`src/rtl/adda_pkg.sv`:
```
// Shared types and width helpers for the AD/DA streaming front-end.
package adda_pkg;

    // Output path selection; the 2'b11 encoding decodes to FILT.
    typedef enum logic [1:0] {
        FILT = 2'b00,
        BYP  = 2'b01,
        MUTE = 2'b10
    } adda_mode_e;

    // Serial FIR sequencer states.
    typedef enum logic [1:0] {
        ST_IDLE = 2'b00,
        ST_MAC  = 2'b01,
        ST_RND  = 2'b10,
        ST_OUT  = 2'b11
    } fir_state_e;

    // Accumulator width: full product plus growth for NTAPS additions.
    function automatic int acc_width(input int dw, input int cw, input int ntaps);
        return dw + cw + $clog2(ntaps);
    endfunction

    // Half an output LSB in accumulator units (unity gain is 2^(CW-2)).
    function automatic int rnd_const(input int cw);
        return 1 << (cw - 3);
    endfunction

    // Map the raw mode pins onto the mode enum.
    function automatic adda_mode_e decode_mode(input logic [1:0] m);
        case (m)
            2'b01:   return BYP;
            2'b10:   return MUTE;
            default: return FILT;
        endcase
    endfunction

endpackage

```
`src/rtl/adda_fir_serial.sv`:
```
// Serial-MAC FIR: coefficient RAM, circular delay line, one product per
// cycle, then round-half-up and clamp to the output word width.
module adda_fir_serial
    import adda_pkg::*;
#(
    parameter int DW    = 8,
    parameter int NTAPS = 16,
    parameter int CW    = 12
) (
    input  logic                       clk,
    input  logic                       reset,
    input  logic                       start,
    input  logic signed [DW-1:0]       x,
    input  logic                       coef_we,
    input  logic [$clog2(NTAPS)-1:0]   coef_addr,
    input  logic signed [CW-1:0]       coef_wdata,
    output logic signed [DW-1:0]       y,
    output logic                       y_vld,
    output logic                       y_sat
);

    localparam int AW    = $clog2(NTAPS);
    localparam int ACC_W = acc_width(DW, CW, NTAPS);
    localparam logic signed [CW-1:0]    UNITY = CW'(1 << (CW - 2));
    localparam logic signed [ACC_W-1:0] RND_K = ACC_W'(rnd_const(CW));
    localparam logic signed [ACC_W-1:0] YMAX  = ACC_W'((1 << (DW - 1)) - 1);
    localparam logic signed [ACC_W-1:0] YMIN  = ~YMAX;

    fir_state_e                state;
    logic signed [DW-1:0]      dline [NTAPS];
    logic signed [CW-1:0]      coefs [NTAPS];
    logic [AW-1:0]             wptr;
    logic [AW-1:0]             rptr;
    logic [AW-1:0]             k;
    logic signed [ACC_W-1:0]   acc;
    logic signed [DW+CW-1:0]   prod;
    logic signed [ACC_W-1:0]   acc_rnd;

    // Add half an LSB, then drop the fractional bits of the unity scale.
    function automatic logic signed [ACC_W-1:0] round_acc(input logic signed [ACC_W-1:0] a);
        return (a + RND_K) >>> (CW - 2);
    endfunction

    function automatic logic sat_hit(input logic signed [ACC_W-1:0] r);
        return (r > YMAX) || (r < YMIN);
    endfunction

    function automatic logic signed [DW-1:0] sat_val(input logic signed [ACC_W-1:0] r);
        if (r > YMAX)
            return {1'b0, {(DW-1){1'b1}}};
        else if (r < YMIN)
            return {1'b1, {(DW-1){1'b0}}};
        else
            return r[DW-1:0];
    endfunction

    assign prod    = dline[rptr] * coefs[k];
    assign acc_rnd = round_acc(acc);
    assign y       = sat_val(acc_rnd);
    assign y_sat   = sat_hit(acc_rnd);
    assign y_vld   = (state == ST_RND);

    // Coefficient RAM; writes land on the next edge whatever the sequencer is doing.
    always_ff @(posedge clk) begin
        if (reset) begin
            for (int i = 0; i < NTAPS; i++)
                coefs[i] <= (i == 0) ? UNITY : '0;
        end else if (coef_we) begin
            coefs[coef_addr] <= coef_wdata;
        end
    end

    // Sample write, MAC sequencing over the delay line, then round and output slots.
    always_ff @(posedge clk) begin
        if (reset) begin
            state <= ST_IDLE;
            acc   <= '0;
            wptr  <= '0;
            rptr  <= '0;
            k     <= '0;
            for (int i = 0; i < NTAPS; i++)
                dline[i] <= '0;
        end else begin
            case (state)
                ST_IDLE: begin
                    if (start) begin
                        dline[wptr] <= x;
                        rptr        <= wptr;
                        wptr        <= wptr + AW'(1);
                        k           <= '0;
                        acc         <= '0;
                        state       <= ST_MAC;
                    end
                end
                ST_MAC: begin
                    acc  <= acc + ACC_W'(prod);
                    rptr <= rptr - AW'(1);
                    k    <= k + AW'(1);
                    if (k == AW'(NTAPS - 1))
                        state <= ST_RND;
                end
                ST_RND:  state <= ST_OUT;
                ST_OUT:  state <= ST_IDLE;
                default: state <= ST_IDLE;
            endcase
        end
    end

endmodule

```
`src/rtl/adda_stream.sv`:
```
// AD/DA streaming front-end: phase counter, ADC/DAC clock generation,
// offset-binary conversion, mode mux and sticky saturation flag around
// the serial FIR.
module adda_stream
    import adda_pkg::*;
#(
    parameter int DW    = 8,
    parameter int NTAPS = 16,
    parameter int CW    = 12,
    parameter int DIV   = 32
) (
    input  logic                       clk,
    input  logic                       reset,
    output logic                       adclk,
    input  logic [DW-1:0]              addata,
    output logic                       daclk,
    output logic [DW-1:0]              dadata,
    input  logic [1:0]                 mode,
    input  logic                       coef_we,
    input  logic [$clog2(NTAPS)-1:0]   coef_addr,
    input  logic signed [CW-1:0]       coef_wdata,
    output logic                       sample_stb,
    output logic                       sat_flag,
    input  logic                       sat_clr
);

    if (DIV < NTAPS + 4) begin : g_div_check
        $error("adda_stream: DIV must be at least NTAPS+4");
    end
    if ((NTAPS < 2) || ((NTAPS & (NTAPS - 1)) != 0)) begin : g_ntaps_check
        $error("adda_stream: NTAPS must be a power of two >= 2");
    end

    localparam int CNT_W = $clog2(DIV);
    localparam logic [CNT_W-1:0] CNT_LAST = CNT_W'(DIV - 1);
    localparam logic [CNT_W-1:0] AD_HIGH  = CNT_W'(DIV / 2);
    localparam logic [CNT_W-1:0] DA_ON    = CNT_W'((NTAPS + 3) % DIV);
    localparam logic [CNT_W-1:0] DA_OFF   = CNT_W'((NTAPS + 3 + DIV / 2) % DIV);
    localparam logic [DW-1:0]    MID      = {1'b1, {(DW-1){1'b0}}};

    logic [CNT_W-1:0]     cnt;
    logic [CNT_W-1:0]     cnt_nxt;
    logic                 start;
    logic signed [DW-1:0] x_tc;
    logic [DW-1:0]        cap_p0;
    adda_mode_e           mode_p0;
    logic signed [DW-1:0] y;
    logic                 y_vld;
    logic                 y_sat;

    assign cnt_nxt = (cnt == CNT_LAST) ? '0 : cnt + CNT_W'(1);
    assign start   = (cnt == '0);
    assign x_tc    = {~addata[DW-1], addata[DW-2:0]};

    adda_fir_serial #(
        .DW    (DW),
        .NTAPS (NTAPS),
        .CW    (CW)
    ) u_fir (
        .clk        (clk),
        .reset      (reset),
        .start      (start),
        .x          (x_tc),
        .coef_we    (coef_we),
        .coef_addr  (coef_addr),
        .coef_wdata (coef_wdata),
        .y          (y),
        .y_vld      (y_vld),
        .y_sat      (y_sat)
    );

    // Phase counter with registered ADC and DAC clocks decoded from the next phase.
    always_ff @(posedge clk) begin
        if (reset) begin
            cnt   <= '0;
            adclk <= 1'b0;
            daclk <= 1'b0;
        end else begin
            cnt   <= cnt_nxt;
            adclk <= (cnt_nxt != '0) && (cnt_nxt <= AD_HIGH);
            if (cnt_nxt == DA_ON)
                daclk <= 1'b1;
            else if (cnt_nxt == DA_OFF)
                daclk <= 1'b0;
        end
    end

    // Hold the raw ADC word and the selected mode for the whole sample period.
    always_ff @(posedge clk) begin
        if (reset) begin
            cap_p0  <= MID;
            mode_p0 <= FILT;
        end else if (start) begin
            cap_p0  <= addata;
            mode_p0 <= decode_mode(mode);
        end
    end

    // DAC word update, load strobe and sticky saturation (set beats clear).
    always_ff @(posedge clk) begin
        if (reset) begin
            dadata     <= MID;
            sample_stb <= 1'b0;
            sat_flag   <= 1'b0;
        end else begin
            sample_stb <= y_vld;
            if (y_vld) begin
                case (mode_p0)
                    BYP:     dadata <= cap_p0;
                    MUTE:    dadata <= MID;
                    default: dadata <= {~y[DW-1], y[DW-2:0]};
                endcase
            end
            if (y_vld && y_sat && (mode_p0 == FILT))
                sat_flag <= 1'b1;
            else if (sat_clr)
                sat_flag <= 1'b0;
        end
    end

endmodule

```
`config.mk`:
```
export PLATFORM = sky130hd
export DESIGN_NAME = adda_stream
export DESIGN_NICKNAME = d
export VERILOG_FILES = /design/src/rtl/adda_pkg.sv /design/src/rtl/adda_fir_serial.sv /design/src/rtl/adda_stream.sv
export SDC_FILE = /design/constraint.sdc
export NUM_CORES = 1
export LEC_CHECK = 0
export CORE_MARGIN = 5
export CORE_UTILIZATION = 60
export DETAILED_ROUTE_END_ITERATION = 16
export PLACE_DENSITY_LB_ADDON = 0.1
export SETUP_SLACK_MARGIN = 0.02
export SLEW_MARGIN = 10
export SYNTH_ARGS = -nofsm -noshare
export SYNTH_HDL_FRONTEND = slang
export SYNTH_SLANG_ARGS = --single-unit
```
`constraint.sdc`:
```
create_clock -name clk -period 10.11 [get_ports clk]
set_input_delay 1.011 -clock clk [delete_from_list [all_inputs] [get_ports clk]]
set_output_delay 1.011 -clock clk [all_outputs]
set_load 0.05 [all_outputs]
```
After elaboration in Yosys (flattened, before gate mapping) --
Memories as Yosys holds them, arrays and structs flattened. A register that Yosys moved wholly into a read port is not among the register bits. Cells that the tools add are included.
Operators by class: $add $sub $neg 6, $mul 1, order comparisons 3, eq/ne operators 13, muxes and demuxes 37, bitwise logic cells 2, reduce and logical (&&, ||, !) cells 16
Operator list (number):
- case mux 24 bit (2 select lines) | 1
- two-way mux 4 bit | 8
- adder 24 x 11 -> 24 bit, second input constant | 1
- adder 24 x 20 -> 24 bit | 1
- two-way mux 24 bit | 1
- two-way mux 8 bit | 3
- multiplier 8 x 12 -> 20 bit | 1
- case mux 4 bit (2 select lines) | 2
- case mux 8 bit (2 select lines) | 1
- two-way mux 1 bit | 15
- > comparator 14 x 8 -> 1 bit, second input constant | 1
- less-than comparator 14 x 8 -> 1 bit, second input constant | 1
- two-way mux 12 bit | 1
- OR reduction 12 bit | 1
- equality test 5 bit, second input constant | 2
- adder 4 x 1 -> 4 bit, second input constant | 2
- equality test 2 bit, second input constant | 4
- case mux 2 bit (4 select lines) | 1
- OR reduction 8 bit | 1
- equality test 2 x 1 -> 1 bit, second input constant | 3
- AND reduction 2 bit | 3
- nonzero test 2 bit | 3
- adder 5 x 1 -> 5 bit, second input constant | 1
- equality test 5 x 2 -> 1 bit, second input constant | 1
- other kinds (14) | 19
Storage, ports and cells: register bits 65, memory bits (writable) 320, bits of input ports 30, output and inout port bits 12, logic and storage cells 93, memories kept 2
Memory list:
- u_fir.coefs | depth 16, width 12, rd ports 1, clocked after memory_dff 1, write ports 16, line adda_fir_serial.sv:31 | logic signed [CW-1:0] coefs [NTAPS];
- u_fir.dline | depth 16, width 8, rd ports 1, clocked after memory_dff 1, write ports 16, line adda_fir_serial.sv:30 | logic signed [DW-1:0] dline [NTAPS];

Longest topological paths before layout --
depth in word-level cells 7, depth in mapped cells 24, mapped depth without buffers 21

By module --
From an unflattened synthesis, not the netlist that was laid out.
Second synthesis, totals: cells, all modules 1746, area total of the unflattened synthesis 22460.3 µm²
Modules (own cells, without submodules):
- adda_fir_serial | times used 1, cells an instance 1595, area an instance 21192.8 µm², sequential area each 10530.1 µm²
- adda_stream | times used 1, cells an instance 151, area an instance 1267.5 µm², sequential area each 540.5 µm²

Worst setup path after synthesis --
OpenSTA, ideal clock, no wires.
path type register -> register, start register (tool-made name), end register u_fir.acc[22], setup time 117 ps, data arrival time 5947 ps, required time 9993 ps, setup slack 4046 ps, cell stages (with the launch flop) 22, buffers on the path 3, clock period less this slack 6064 ps, cell sequence dfxtp_1 > buf_6 > buf_6 > mux4_2 > mux4_2 > buf_2 > and2_1 > fa_1 > inv_1 > fa_1 > inv_1 > fa_1 > fa_1 > ha_1 > ha_1 > and4_1 > nand4_1 > a211oi_1 > nor2_1 > a31oi_1 > xor2_1 > a22o_1
RTL lines:
- to (signal assigned) | line adda_fir_serial.sv:96 | acc <= acc + ACC_W'(prod);
- to (decl) | line adda_fir_serial.sv:35 | logic signed [ACC_W-1:0] acc;

==> results.json <==
{
  "setup_viol": 0,
  "grt-ovfl-total": 0,
  "cp_slowest_stage_delay_ps": 830,
  "syn_to_final_growth_pct": 9.28,
  "track_usage_pct": 25.5,
  "antenna_found_initial": 4,
  "die_h_um": 204,
  "syn_nets": 1978,
  "routed_wl_mm": 51.2,
  "min_period_ps": 7140,
  "synth_seq_cells": 393,
  "cp_top_family": "adder cells",
  "worstPathArrival_ps": 7590,
  "cts_setup_buffers": 0,
  "ios": 42,
  "tns_ps": 0,
  "rsz0062_at_grt": "no",
  "tightest_slew_ps": 951,
  "die_w_um": 204,
  "crit_type": "flip-flop to flip-flop",
  "num_vias": 13426,
  "cts_max_level": 2,
  "routed_via_density": 5.82,
  "fmax_mhz": 140,
  "synthArstFlopShare_pct": 0,
  "hold_viol": 0,
  "slew_violations": 0,
  "synth_top_area_cell": "edfxtp_1",
  "required_ps": 10560,
  "cts-hold-fix-buffers": 0,
  "grt_max_degree": 53,
  "die-area_um2": 41500,
  "ant_nets": 0,
  "cts_root_buf": "clkbuf_16",
  "critPathMostFrequentCell": "fa_1",
  "end_kind": "flip-flop",
  "cts_resized": 0,
  "fp.coreArea_um2": 37400,
  "grt_pass1_vias": 13942,
  "clk_latency_ps": 570,
  "drv_cap": 0,
  "fin_worst_skew_ps": 17.5,
  "crit_slowest_cell": "dfxtp_4",
  "synth.distinct_cells": 61,
  "status": "finished clean",
  "netlist_area_um2": 22500,
  "drt-initial-drc-count": 893,
  "synthCells": 1759,
  "firstDrtPassIters": 5,
  "crit_chain": "buf_4 > mux4_2 > mux4_2 > or2_1 > fa_1 > fa_1 > inv_1 > fa_1 > fa_1 > fa_1 > ha_1 > a21o_1 > a31oi_1 > a211oi_1 > o2111ai_1 > a31oi_1 > xnor2_1 > a22o_1",
  "port_buffers": 41,
  "crit_path_start_kind": "flip-flop",
  "cts_tree": "built",
  "yosysTopAreaCellShare_pct": 42.6,
  "critical_path.max_fanout": 37,
  "gp_congestion": 0.825,
  "numCtsBuffers": 43,
  "cts_sinks": 393,
  "worst-path-buf-inv": 2,
  "drive_gt1_share_pct": 11.8,
  "n_fill_cell": 2749,
  "start_util_pct": 60.3,
  "ctsLongestPathBuffers": 3,
  "grt_pass1_wl_mm": 81.0,
  "fin_crit_sh_pct": 70.7,
  "rows": 71,
  "avgSynthCellArea_um2": 12.8,
  "yosys_warnings": 0,
  "drc": 0,
  "path_clk_slew_ps": 60,
  "hp-class": "flip-flop to flip-flop",
  "hpwl_mm": 35.3,
  "maxSlewHeadroom_pct": 36.6,
  "synth-edff-count": 320,
  "post_drt_wl_per_cell_um": 22.2,
  "yosysSeqAreaShare_pct": 49.1,
  "synth-main-ff-cell": "edfxtp_1",
  "synth_area_leaders": "edfxtp_1, fa_1, and2_1",
  "nets": 1982
}
==> synth_stat cells, drive strengths merged (9+ instances only) <==
master / instances
dfxtp: 73
and2: 363
clkbuf: 65
xor2: 9
nor3: 32
nor2b: 9
inv: 122
nor2: 86
a21oi: 40
mux4: 99
a22oi: 15
buf: 31
ha: 73
edfxtp: 320
nand3: 13
fa: 116
nand2: 110
o21ai: 17
or2: 35
xnor2: 29
==> logic make-up after synthesis <==
logic type	synth area share (%)
XOR/XNOR	1.48
flip-flops	49.1
AO/OA/AOI/OAI	3.70
multiplexers	10.3
adder cells (fa/ha/maj)	14.4
buffers and inverters	4.08
AND/OR/NAND/NOR	16.9
==> layout by cell type, fill, tap and decap left out, types with 10 or more instances in the layout <==
cell type and instances:
and2_1 362, edfxtp_1 320, inv_1 122, fa_1 116
nand2_1 109, mux4_2 94, nor2_1 85, ha_1 73
dfxtp_1 70, clkbuf_16 47, a21oi_1 40, clkdlybuf4s50_1 40
or2_2 33, xnor2_1 29, nor3_1 28, a22oi_1 15
buf_4 15, o21ai_0 14, nand3_1 13, clkinv_1 10
==> registers in the layout, summed over array words and instances (netlist names), 2 cells and up, named ones only <==
name         count
u_fir.k          4
u_fir.rptr       4
u_fir.coefs    192
u_fir.dline    128
cap_p0           8
u_fir.state      2
u_fir.acc       24
mode_p0          2
cnt              5
u_fir.wptr       4
dadata           8
==> worst min-delay path, stage by stage, from the launching register on <==
cell     delay [ps]
dfxtp_1         310
nand2_1          50
a21oi_1          50
==> per-layer routing <==
metal | up-vias | share of wire, % | track usage, %
met4 | 4 | 2.3 | 6.67
met1 | 6825 | 43 | 36.0
met2 | 375 | 49 | 41.1
met5 | - | 0.053 | 0
li1 | 6148 | - | -
met3 | 74 | 6.1 | 5.44
==> area by class of cell <==
class | instances | area [um^2] | share of cell area, %
antenna | 2 | 5.00 | 0.0203
clock buffer | 58 | 1240 | 5.02
clock inverter | 18 | 150 | 0.610
inverter | 122 | 458 | 1.86
multi-input combinational | 1148 | 10500 | 42.8
sequential | 393 | 11100 | 45.0
tap | 511 | 639 | 2.60
timing repair buffer | 55 | 513 | 2.08
==> metrics by stage <==
step	instance area (um^2)	hold WS [ps]	instances	util (%)	setup WS (ps)
global placement	23200	443	2229	62.1	3020
CTS	24600	462	2305	65.8	2890
global route	24600	490	2305	65.8	2490
detailed placement	23200	451	2229	62.1	2910
floorplan	22500	432	1759	-	4050
finish	24600	459	2307	65.8	2970
==> final timing paths <==
| check | slack [ps] | cells after the start | startpoint | endpoint |
|---|---|---|---|---|
| worst max-delay path | 2970 | 18 | flip-flop | u_fir.acc[23] |
| worst min-delay path | 460 | 2 | daclk | daclk |
| worst max register to register | 2970 | 18 | flip-flop | u_fir.acc[23] |
| worst min register to register | 460 | 2 | daclk | daclk |
Power is not shown: default switching activity piles up to over one toggle a cycle in this logic, so the estimate is an artifact.
